===== config.mk =====
export PLATFORM = sky130hd
export DESIGN_NAME = usb_bus_scheduler
export DESIGN_NICKNAME = d
export VERILOG_FILES = /design/src/rtl/usb_bus_scheduler.sv
export SDC_FILE = /design/constraint.sdc
export NUM_CORES = 1
export LEC_CHECK = 0
export ABC_AREA = 0
export CELL_PAD_IN_SITES_DETAIL_PLACEMENT = 1
export CELL_PAD_IN_SITES_GLOBAL_PLACEMENT = 1
export CORE_ASPECT_RATIO = 1.75
export CORE_UTILIZATION = 41
export DETAILED_ROUTE_END_ITERATION = 10
export GPL_ROUTABILITY_DRIVEN = 0
export GPL_TIMING_DRIVEN = 1
export PLACE_DENSITY = 0.82
export SLEW_MARGIN = 40
export SYNTH_ARGS = -nofsm -noshare
export SYNTH_HDL_FRONTEND = slang
export SYNTH_SLANG_ARGS = --single-unit
export TNS_END_PERCENT = 1

===== constraint.sdc =====
create_clock -name usb_clk -period 3.7 [get_ports usb_clk]
set_input_delay 0.555 -clock usb_clk [delete_from_list [all_inputs] [get_ports usb_clk]]
set_output_delay 0.555 -clock usb_clk [all_outputs]
set_load 0.02 [all_outputs]

===== src/rtl/usb_bus_scheduler.sv =====
// usb_bus_scheduler
// Arbitrates the shared synchronous FT245-style USB bus between the RX direction
// (device -> rx FIFO) and the TX direction (tx FIFO -> device). Round-robin on ties,
// bursts capped at BURST_MAX words, and a guard cycle on every burst exit so the
// device has released the data bus before the FPGA starts driving it.
//
// Handshake: a word moves only on a "beat", i.e. a cycle where the FPGA strobe is
// active (usb_rd=0 in RX_BURST, usb_wr=0 in TX_BURST) and the device flag is low
// in the same cycle (usb_rxf=0 for RX, usb_txe=0 for TX). The FIFO strobes
// rx_fifo_write / tx_fifo_read are exactly these beats, so the FIFO side sees one
// push/pop per transferred word and nothing else.
module usb_bus_scheduler #(
    parameter int BURST_MAX = 256,
    parameter int CNT_W     = 32
) (
    input  logic             usb_clk,
    input  logic             rst,
    input  logic             usb_rxf,
    input  logic             usb_txe,
    input  logic             tx_fifo_prog_empty,
    input  logic             rx_fifo_prog_full,
    output logic             usb_oe,
    output logic             usb_rd,
    output logic             usb_wr,
    output logic             bus_drive,
    output logic             tx_fifo_read,
    output logic             rx_fifo_write,
    output logic             dir_rx,
    output logic [CNT_W-1:0] rx_word_cnt,
    output logic [CNT_W-1:0] tx_word_cnt,
    output logic [2:0]       state_dbg
);

    typedef enum logic [2:0] {
        IDLE     = 3'd0,
        RX_OE    = 3'd1,
        RX_BURST = 3'd2,
        RX_END   = 3'd3,
        TX_BURST = 3'd4,
        TX_END   = 3'd5
    } state_t;

    // Beat index at which a burst is cut short and the bus re-arbitrated.
    localparam logic [15:0] BURST_LAST = 16'(BURST_MAX - 1);

    state_t      state;
    logic        last_rx;
    logic [15:0] burst_cnt;

    logic rx_req;
    logic tx_req;
    logic rx_beat;
    logic tx_beat;
    logic burst_full;

    // Request, beat and burst-cap terms; beats are masked during reset so a
    // reset cycle neither strobes a FIFO nor counts a word.
    always_comb begin
        rx_req     = !usb_rxf && !rx_fifo_prog_full;
        tx_req     = !usb_txe && !tx_fifo_prog_empty;
        rx_beat    = (state == RX_BURST) && !usb_rxf && !rst;
        tx_beat    = (state == TX_BURST) && !usb_txe && !rst;
        burst_full = (burst_cnt == BURST_LAST);
    end

    // Bus and FIFO strobes decoded from the state register (plus the beat terms).
    always_comb begin
        usb_oe        = !((state == RX_OE) || (state == RX_BURST));
        usb_rd        = !(state == RX_BURST);
        usb_wr        = !(state == TX_BURST);
        bus_drive     = (state == TX_BURST);
        dir_rx        = (state == RX_OE) || (state == RX_BURST);
        rx_fifo_write = rx_beat;
        tx_fifo_read  = tx_beat;
        state_dbg     = state;
    end

    // Scheduler FSM with the round-robin memory, burst length and word counters.
    always_ff @(posedge usb_clk) begin
        if (rst) begin
            state       <= IDLE;
            last_rx     <= 1'b0;
            burst_cnt   <= 16'd0;
            rx_word_cnt <= '0;
            tx_word_cnt <= '0;
        end else begin
            if (rx_beat) rx_word_cnt <= rx_word_cnt + CNT_W'(1);
            if (tx_beat) tx_word_cnt <= tx_word_cnt + CNT_W'(1);

            case (state)
                IDLE: begin
                    burst_cnt <= 16'd0;
                    // On a tie, grant the direction that did not have the last burst.
                    if (rx_req && (!tx_req || !last_rx)) begin
                        state   <= RX_OE;
                        last_rx <= 1'b1;
                    end else if (tx_req) begin
                        state   <= TX_BURST;
                        last_rx <= 1'b0;
                    end
                end
                // One cycle with usb_oe low before usb_rd so the device turns the bus around.
                RX_OE: state <= RX_BURST;
                RX_BURST: begin
                    if (rx_beat) burst_cnt <= burst_cnt + 16'd1;
                    if (usb_rxf || rx_fifo_prog_full || (rx_beat && burst_full))
                        state <= RX_END;
                end
                // RX_END plus IDLE give two released cycles before any TX drive.
                RX_END: state <= IDLE;
                TX_BURST: begin
                    if (tx_beat) burst_cnt <= burst_cnt + 16'd1;
                    if (usb_txe || tx_fifo_prog_empty || (tx_beat && burst_full))
                        state <= TX_END;
                end
                TX_END:  state <= IDLE;
                default: state <= IDLE;
            endcase
        end
    end

endmodule


# Word-level counts from Yosys, hierarchy flattened
# Index checks and enable logic that the tools add are counted.
# Widths: inputs -> output; s select.
# totals
regBits	84
input_bits	6
out_inout_bits	74
# classes
add_sub_neg	3
n_eq_ne	9
n_mux	10
n_reduce_logical	31
# op_table
operator	count
$add 32x1->32 const B	2
$pmux 16 s3	1
$mux 16	2
$add 16x1->16 const B	1
$eq 16x8->1 const B	1
$mux 3	4
$pmux 3 s4	1
$logic_not 1->1	10
$logic_and 1x1->1	9
$logic_or 1x1->1	6
$ne 2x1->1 const B	3
$reduce_and 3->1	2
$eq 3x1->1 const B	1
$eq 3x2->1 const B	1
$eq 3x3->1 const B	1
$logic_not 3->1	1
$ne 3x3->1 const B	1
$reduce_bool 3->1	1
$mux 1	2
$ne 2x2->1 const B	1
$reduce_and 2->1	1
$reduce_bool 2->1	1

# Logic depth before layout (Yosys ltp)
# Gate-level depths: netlist of run 1.
# logic_depth
depth_word	7
mapped_depth	7
ltp_nobuf	6

# Worst setup path after synthesis of run 1
# Ideal clock, no wire load.
# synth_timing
path_kind	register -> output
startpoint	reg state[0] (netlist: state_dbg[0])
endpoint	out tx_fifo_read
arrival_time_ps	1950
required_time_ps	3145
slack_ps	1195
stages_incl_launch_ff	5
n_path_buf	2
cell_sequence	dfxtp_1 buf_6 or3b_2 clkbuf_1 nor3_1
# synth_via
elab_chain_len	3
# synth_lines
item	line	text
start: declaration	46	state_t state;
start signal: assignment	81	state <= IDLE;
start signal: assignment	95	state <= RX_OE;
start signal: assignment	98	state <= TX_BURST;
$eq 3x3->1	62	tx_beat = (state == TX_BURST) && !usb_txe && !rst;
$logic_and 1x1->1 (2 in series)	62	
end: declaration	26	output logic tx_fifo_read,
# Every way passes these cells.

# Worst setup path after layout of run 1
# layout_timing
startpoint	reg state[2] (netlist: state_dbg[2])
endpoint	out tx_fifo_read
# The elaborated chain is that of the path after synthesis.

==> run metrics, run 1 <==
status finished, final reports clean; Max VDD drop 0.000274 V; Finished Layout Cells 671; met3 Use GR 5.14%; GRT overflow 0; post-CTS sizing 0; dpl cell area 4810 um^2; H-tree depth 3; Setup crit end kind primary output; worst reg2reg startpoint state_dbg[2]; min Tclk post-route 3.26 ns; Antenna Diode Count 0; Cell Area, Synth 3910 um^2; Synth cell types 42; critical-path maximum fanout 14; area delta synth->final 31.2%; critical path arrival 2.70 ns; row count 46; Final Hold Fails 0; post-synthesis register bit count 84; fmax 0.307 GHz; synthesis warning total 0; Post-Synthesis Net Count 477; Nets 555; Detail Placement HPWL 7850 um; Worst setup SP type register; total length of routed wires 11,000 um; Worst-Skew Late Latency 0.34 ns; Routed WL per cell 16.3 um; hold buffer count at CTS 0; P per Cell Area 430 nW/um^2; Die Height 131 um; Crit Reg-Reg Endpoint tx_word_cnt[31]; first-pass GRT wire length 17,900 um; post-synthesis instance total 468; vias in the first global route 3,695; WHS Endpoint last_rx; max-slew violations 0; Num CTS Buffers 9; WP data required 3.14 ns; vias per inst 5.44; Inst Count DP 655; total die area 9950 um^2; Root Driver clkbuf_16; number of I/O pins 80; hold depth 1; setup bufs post-CTS 0; Reg clk slew, reported paths 0.06 ns; Initial Util 42.7%; worst min path class register to register; Post-synth EDFFs 0; final worst-path setup slack 0.442 ns; largest net degree at the start of global routing 46; vias after detailed routing 3,648; pre-CTS setup slack 0.761 ns; initial antenna violation count 0; share of the synthesized area in the top cell type 43.0%; CORE AREA 9150 um^2; CTS tree yes; Clock Skew 0.00983 ns; First-pass DRT Iterations 4; remaining antenna violation count after routing 0; post-route setup TNS 0 ns; Top FF cell, synth dfxtp_1; RSZ-0062 raised after global routing false; sequential area share after synthesis 43.0%; met2 layer usage reported by global route 41.7%; r2r worst-path depth 5; top post-synthesis cells by area dfxtp_1, xor2_1, nor2_1; Synth top cells by count nor2_1, dfxtp_1, xor2_1, nand2_1, nand4_1; worst-case clock buffer depth 2; Top Usage Layer GRT met2; FF+latch area 1680 um^2; Die W 75.8 um; layout cell share with drive strength beyond 1 5.26%; Design Area, Final 5130 um^2; DRC Markers 0; Slew Limit Headroom 50.7%; fin crit share 88.1%; LEAKAGE 1.69 nW; I/O Buffers 79; final setup vio count 0; number of fill cells 1,068; critical path type register to primary output; actual slew at the worst max-slew pin 0.730 ns; Clock Sinks 84; mean post-synth cell area 8.35 um^2; area leader, netlist dfxtp_1; gr usage total 23.4%; top-count cell post-synth nor2_1; met1 Use GR 25.8%; starting DRC count in detailed routing 107; multi-input logic area 2110 um^2; min-delay src last_rx; Max Cap Violations 0; R2R Setup Slk 1.06 ns; ys async rst share 0%; Util after Layout 56.0%
## area by class of cell
| type | count | share of cell area (%) |
|---|---|---|
| Sequential cell | 84 | 32.8 |
| Timing Repair Buffer | 84 | 16.1 |
| Multi-Input combinational cell | 355 | 41.2 |
| Tap cell | 120 | 2.93 |
| Clock buffer | 10 | 4.46 |
| Inverter | 12 | 0.878 |
| Clock inverter | 6 | 1.73 |
## sequential cells by signal, summed over array words and instances (netlist names)
signal	count
burst_cnt	16
last_rx	1
rx_word_cnt	32
state_dbg	3
tx_word_cnt	32
## per-stage QoR
stage | hold WS [ns] | power, W
after floorplan | 0.448 | 0.00116
after global placement | 0.469 | 0.00125
after detailed placement | 0.477 | 0.00126
after CTS | 0.487 | 0.00223
after global routing | 0.502 | 0.00229
final | 0.493 | 0.00220
## power by group
group / switching [W] / internal, W / leakage (nW)
combinational: 0.000176 / 0.000108 / 0.869
clock: 0.000370 / 0.000591 / 0.149
sequential: 0.0000381 / 0.000920 / 0.677
total: 0.000584 / 0.00162 / 1.69
## worst max-delay path, stage by stage, from the launching register on
cell and delay, ns:
dfxtp_1 0.63, or3b_2 0.58, nor3_1 0.45, clkdlybuf4s50_1 0.71
## routing by layer
metal | routed length [um] | part of all wire, % | up-vias
met5 | 0 | 0 | -
met4 | 147 | 1.3 | 0
met3 | 354 | 3.2 | 11
met2 | 6010 | 55 | 64
met1 | 4440 | 41 | 1797
li1 | - | - | 1776
## logic make-up (layout without fill, tap and decap cells)
family                   Yosys count  in the layout  share of synthesized area, %
AO/OA/AOI/OAI                     44             44                          6.34
XOR/XNOR                          65             65                          14.6
adder cells (fa/ha/maj)            3              3                         0.960
buffers and inverters             29            112                          3.01
flip-flops                        84             84                          43.0
multiplexers                       1              1                         0.256
AND/OR/NAND/NOR                  242            242                          31.9
## worst max path at each step
stage	startpoint	endpoint
2_1_floorplan	state_dbg[0]	tx_fifo_read
3_3_place_gp	usb_rxf	rx_word_cnt[29]
3_5_place_dp	usb_rxf	rx_word_cnt[31]
4_1_cts	state_dbg[2]	tx_fifo_read
5_1_grt	state_dbg[2]	tx_fifo_read
6_report	state_dbg[2]	tx_fifo_read
## placed cells by master (no fill, tap or decap), types with 3 or more instances in the layout
cell             count
or2_2                4
nor4_1              10
xnor2_1             24
xor2_1              41
clkbuf_16            9
and4_1               9
inv_1               12
nor2_1              86
a21oi_1             19
nand3_1             23
dfxtp_1             84
nand4_1             27
o21ai_0             14
and3_1               7
and2_1               6
buf_4                5
or3_1               15
ha_1                 3
clkdlybuf4s50_1     78
nand2_1             30
nor3_1              13
Power figures use the tool's default switching activity.
==> inputs of run 2 (changes only) <==
--- a/config.mk
+++ b/config.mk
@@ -12,8 +12,8 @@
 export CORE_UTILIZATION = 41
 export DETAILED_ROUTE_END_ITERATION = 10
 export GPL_ROUTABILITY_DRIVEN = 0
-export GPL_TIMING_DRIVEN = 1
-export PLACE_DENSITY = 0.82
+export GPL_TIMING_DRIVEN = 0
+export PLACE_DENSITY_LB_ADDON = 0.08
 export SLEW_MARGIN = 40
 export SYNTH_ARGS = -nofsm -noshare
 export SYNTH_HDL_FRONTEND = slang
==> run 2 against run 1 <==
Cell area rose by 0.78%. Die area did not move. Sequential cell count did not move. Sequential power fell by 2%. Setup slack got worse by 0.020 ns. Critical path depth rose by 2. Clock skew fell by 0.00053 ns. Cell count rose by 1.8%. Via count rose by 2.2%. Non-clock buffer count rose by 12. Register-to-register slack got worse by 0.04 ns. Hold slack improved by 0.0081 ns. Critical path type is now input port to primary output. Highest routed layer unchanged.
==> run metrics, run 2 (synthesized netlist as in run 1, its figures left out) <==
CP max-delay cell clkdlybuf4s50_1 (unchanged); row count 46 (unchanged); Worst setup SP type input port (was register); Max Cap Violations 0 (unchanged); area delta synth->final 32.2% (was 31.2%); vias in the first global route 3,842 (was 3,695); Max VDD drop 0.000243 V (was 0.000274 V); first-pass GRT wire length 18,200 um (was 17,900 um); cells along the critical path clkdlybuf4s50_1, clkbuf_1, clkbuf_1, nor2_1, clkdlybuf4s50_1 (was or3b_2, nor3_1, clkdlybuf4s50_1); switch share 27.7% (was 26.5%); Largest regs rx_word_cnt: 32 flops, tx_word_cnt: 32 flops, burst_cnt: 16 flops (unchanged); Top Usage Layer GRT met2 (unchanged); R2R Setup Slk 1.02 ns (was 1.06 ns); crit-path max cell delay 0.62 ns (was 0.71 ns); Num CTS Buffers 9 (unchanged); vias after detailed routing 3,727 (was 3,648); WP data required 3.14 ns (about the same); CTS tree yes (unchanged); Clock Skew 0.00930 ns (was 0.00983 ns); Setup crit start rst (was state_dbg[2]); starting DRC count in detailed routing 90 (was 107); vias per inst 5.46 (was 5.44); most frequent cells in the layout nor2_1, dfxtp_1, clkdlybuf4s50_1 (unchanged); First-pass DRT Iterations 4 (unchanged); Detail Placement HPWL 8340 um (was 7850 um); met2 layer usage reported by global route 43.3% (was 41.7%); remaining antenna violation count after routing 0 (unchanged); status finished, final reports clean (unchanged); Antenna Diode Count 0 (unchanged); Sequential Power Share 42.9% (was 43.5%); post-CTS sizing 0 (unchanged); worst min path class register to register (unchanged); LEAKAGE 1.70 nW (was 1.69 nW); Clock Sinks 84 (unchanged); r2r worst-path depth 7 (was 5); commonest non-fill, non-tap cell in the layout nor2_1 (unchanged); Reg clk slew, reported paths 0.06 ns (about the same); final setup vio count 0 (unchanged); WP depth 5 (was 3); critical-path maximum fanout 10 (was 14); Die W 75.8 um (unchanged); H-tree depth 3 (unchanged); DRC Markers 0 (unchanged); initial antenna violation count 0 (unchanged); layout cell share with drive strength beyond 1 4.80% (was 5.26%); fin crit share 88.6% (was 88.1%); Bufs and invs on worst path 4 (was 1); Int Pwr 0.00159 W (was 0.00162 W); min Tclk post-route 3.28 ns (was 3.26 ns); Crit path max-delay family buffers and inverters (was simple AND/OR/NAND/NOR gates); CP endpoint rx_fifo_write (was tx_fifo_read); total length of routed wires 11,100 um (was 11,000 um); Die Height 131 um (unchanged); worst-case clock buffer depth 2 (unchanged); Crit Reg-Reg Endpoint tx_word_cnt[27] (was tx_word_cnt[31]); max-slew violations 0 (unchanged); Initial Util 42.7% (unchanged); I/O Buffers 79 (unchanged); CORE AREA 9150 um^2 (unchanged); critical path arrival 2.72 ns (was 2.70 ns); P per Cell Area 424 nW/um^2 (was 430 nW/um^2); critical path type input port to primary output (was register to primary output); hold buffer count at CTS 0 (unchanged); GRT overflow 0 (unchanged); fmax 0.305 GHz (was 0.307 GHz); Nets 567 (was 555); met1 Use GR 24.2% (was 25.8%); gr usage total 23.7% (was 23.4%); Routed WL per cell 16.3 um (about the same); Worst-Skew Late Latency 0.34 ns (about the same); Slew Limit Headroom 50.3% (was 50.7%); Final Hold Fails 0 (unchanged); clock power share 42.4% (was 43.6%); min-delay src burst_cnt[1] (was last_rx); setup bufs post-CTS 0 (unchanged); total die area 9950 um^2 (unchanged); Root Driver clkbuf_16 (unchanged); post-route setup TNS 0 ns (unchanged); Hold WS 0.502 ns (was 0.493 ns); largest net degree at the start of global routing 16 (was 46); actual slew at the worst max-slew pin 0.739 ns (was 0.730 ns); number of I/O pins 80 (unchanged); Setup crit end kind primary output (unchanged); Psw 0.000607 W (was 0.000584 W); Comb power frac 14.7% (was 12.9%); met3 Use GR 5.83% (was 5.14%); worst reg2reg startpoint state_dbg[0] (was state_dbg[2]); RSZ-0062 raised after global routing false (unchanged)
-- run 2: through the flow --
| stage | utilization, % | cells | setup slack, ns | cell area (um^2) | total power (W) |
|---|---|---|---|---|---|
| global placement | 53.0 | 667 | 0.453 | 4850 | 0.00127 |
| finish | 56.5 | 683 | 0.421 | 5170 | 0.00219 |
| CTS | 56.4 | 683 | 0.396 | 5160 | 0.00221 |
| floorplan | - | 468 | 1.19 | 3910 | 0.00116 |
| detailed placement | 53.0 | 667 | 0.413 | 4850 | 0.00128 |
| global route | 56.5 | 683 | 0.284 | 5170 | 0.00228 |
-- run 2: final cells by class --
type / count / area (um^2)
tap: 120 / 150
sequential: 84 / 1680
multi-input combinational: 355 / 2120
fill: 1095 / 3980
timing repair buffer: 79 / 791
clock buffer: 10 / 239
buffer: 17 / 72.6
clock inverter: 6 / 72.6
inverter: 12 / 45.0
-- run 2: worst min-delay path by stage --
| stage | endpoint | slack [ns] | cells past startpoint |
|---|---|---|---|
| CTS | burst_cnt[1] | 0.50 | 2 |
| global placement | last_rx | 0.47 | 1 |
| global route | burst_cnt[1] | 0.52 | 2 |
| finish | burst_cnt[1] | 0.50 | 2 |
| floorplan | last_rx | 0.45 | 1 |
| detailed placement | burst_cnt[1] | 0.48 | 2 |
-- run 2: worst reg2reg max path, cell delays in order (launching register included) --
cell      delay, ns
dfxtp_1        0.33
buf_6          0.15
or3b_2         0.47
clkbuf_1       0.20
nor3_2         0.53
nand4_1        0.32
or3_1          0.43
a21oi_1        0.18
-- run 2: power groups by stage --
stage / combinational (W) / clock, W / sequential (W)
final: 0.000323 / 0.000929 / 0.000942
after global routing: 0.000348 / 0.000986 / 0.000944
after CTS: 0.000325 / 0.000947 / 0.000941
after detailed placement: 0.000321 / 0 / 0.000961
after global placement: 0.000314 / 0 / 0.000960
after floorplan: 0.000190 / 0 / 0.000968
-- run 2: layer usage --
| layer | routed length, um | part of all wire (%) | vias to the layer above |
|---|---|---|---|
| met5 | 0 | 0 | - |
| met4 | 282 | 2.5 | 0 |
| met3 | 511 | 4.6 | 19 |
| met2 | 6070 | 55 | 89 |
| met1 | 4260 | 38 | 1823 |
| li1 | - | - | 1796 |
==> inputs of run 3 (changes only) <==
--- a/config.mk
+++ b/config.mk
@@ -6,6 +6,7 @@
 export NUM_CORES = 1
 export LEC_CHECK = 0
 export ABC_AREA = 0
+export CAP_MARGIN = 20
 export CELL_PAD_IN_SITES_DETAIL_PLACEMENT = 1
 export CELL_PAD_IN_SITES_GLOBAL_PLACEMENT = 1
 export CORE_ASPECT_RATIO = 1.75
==> results of run 3 <==
The final DEF is identical to that of run 2; final timing and power are the same.
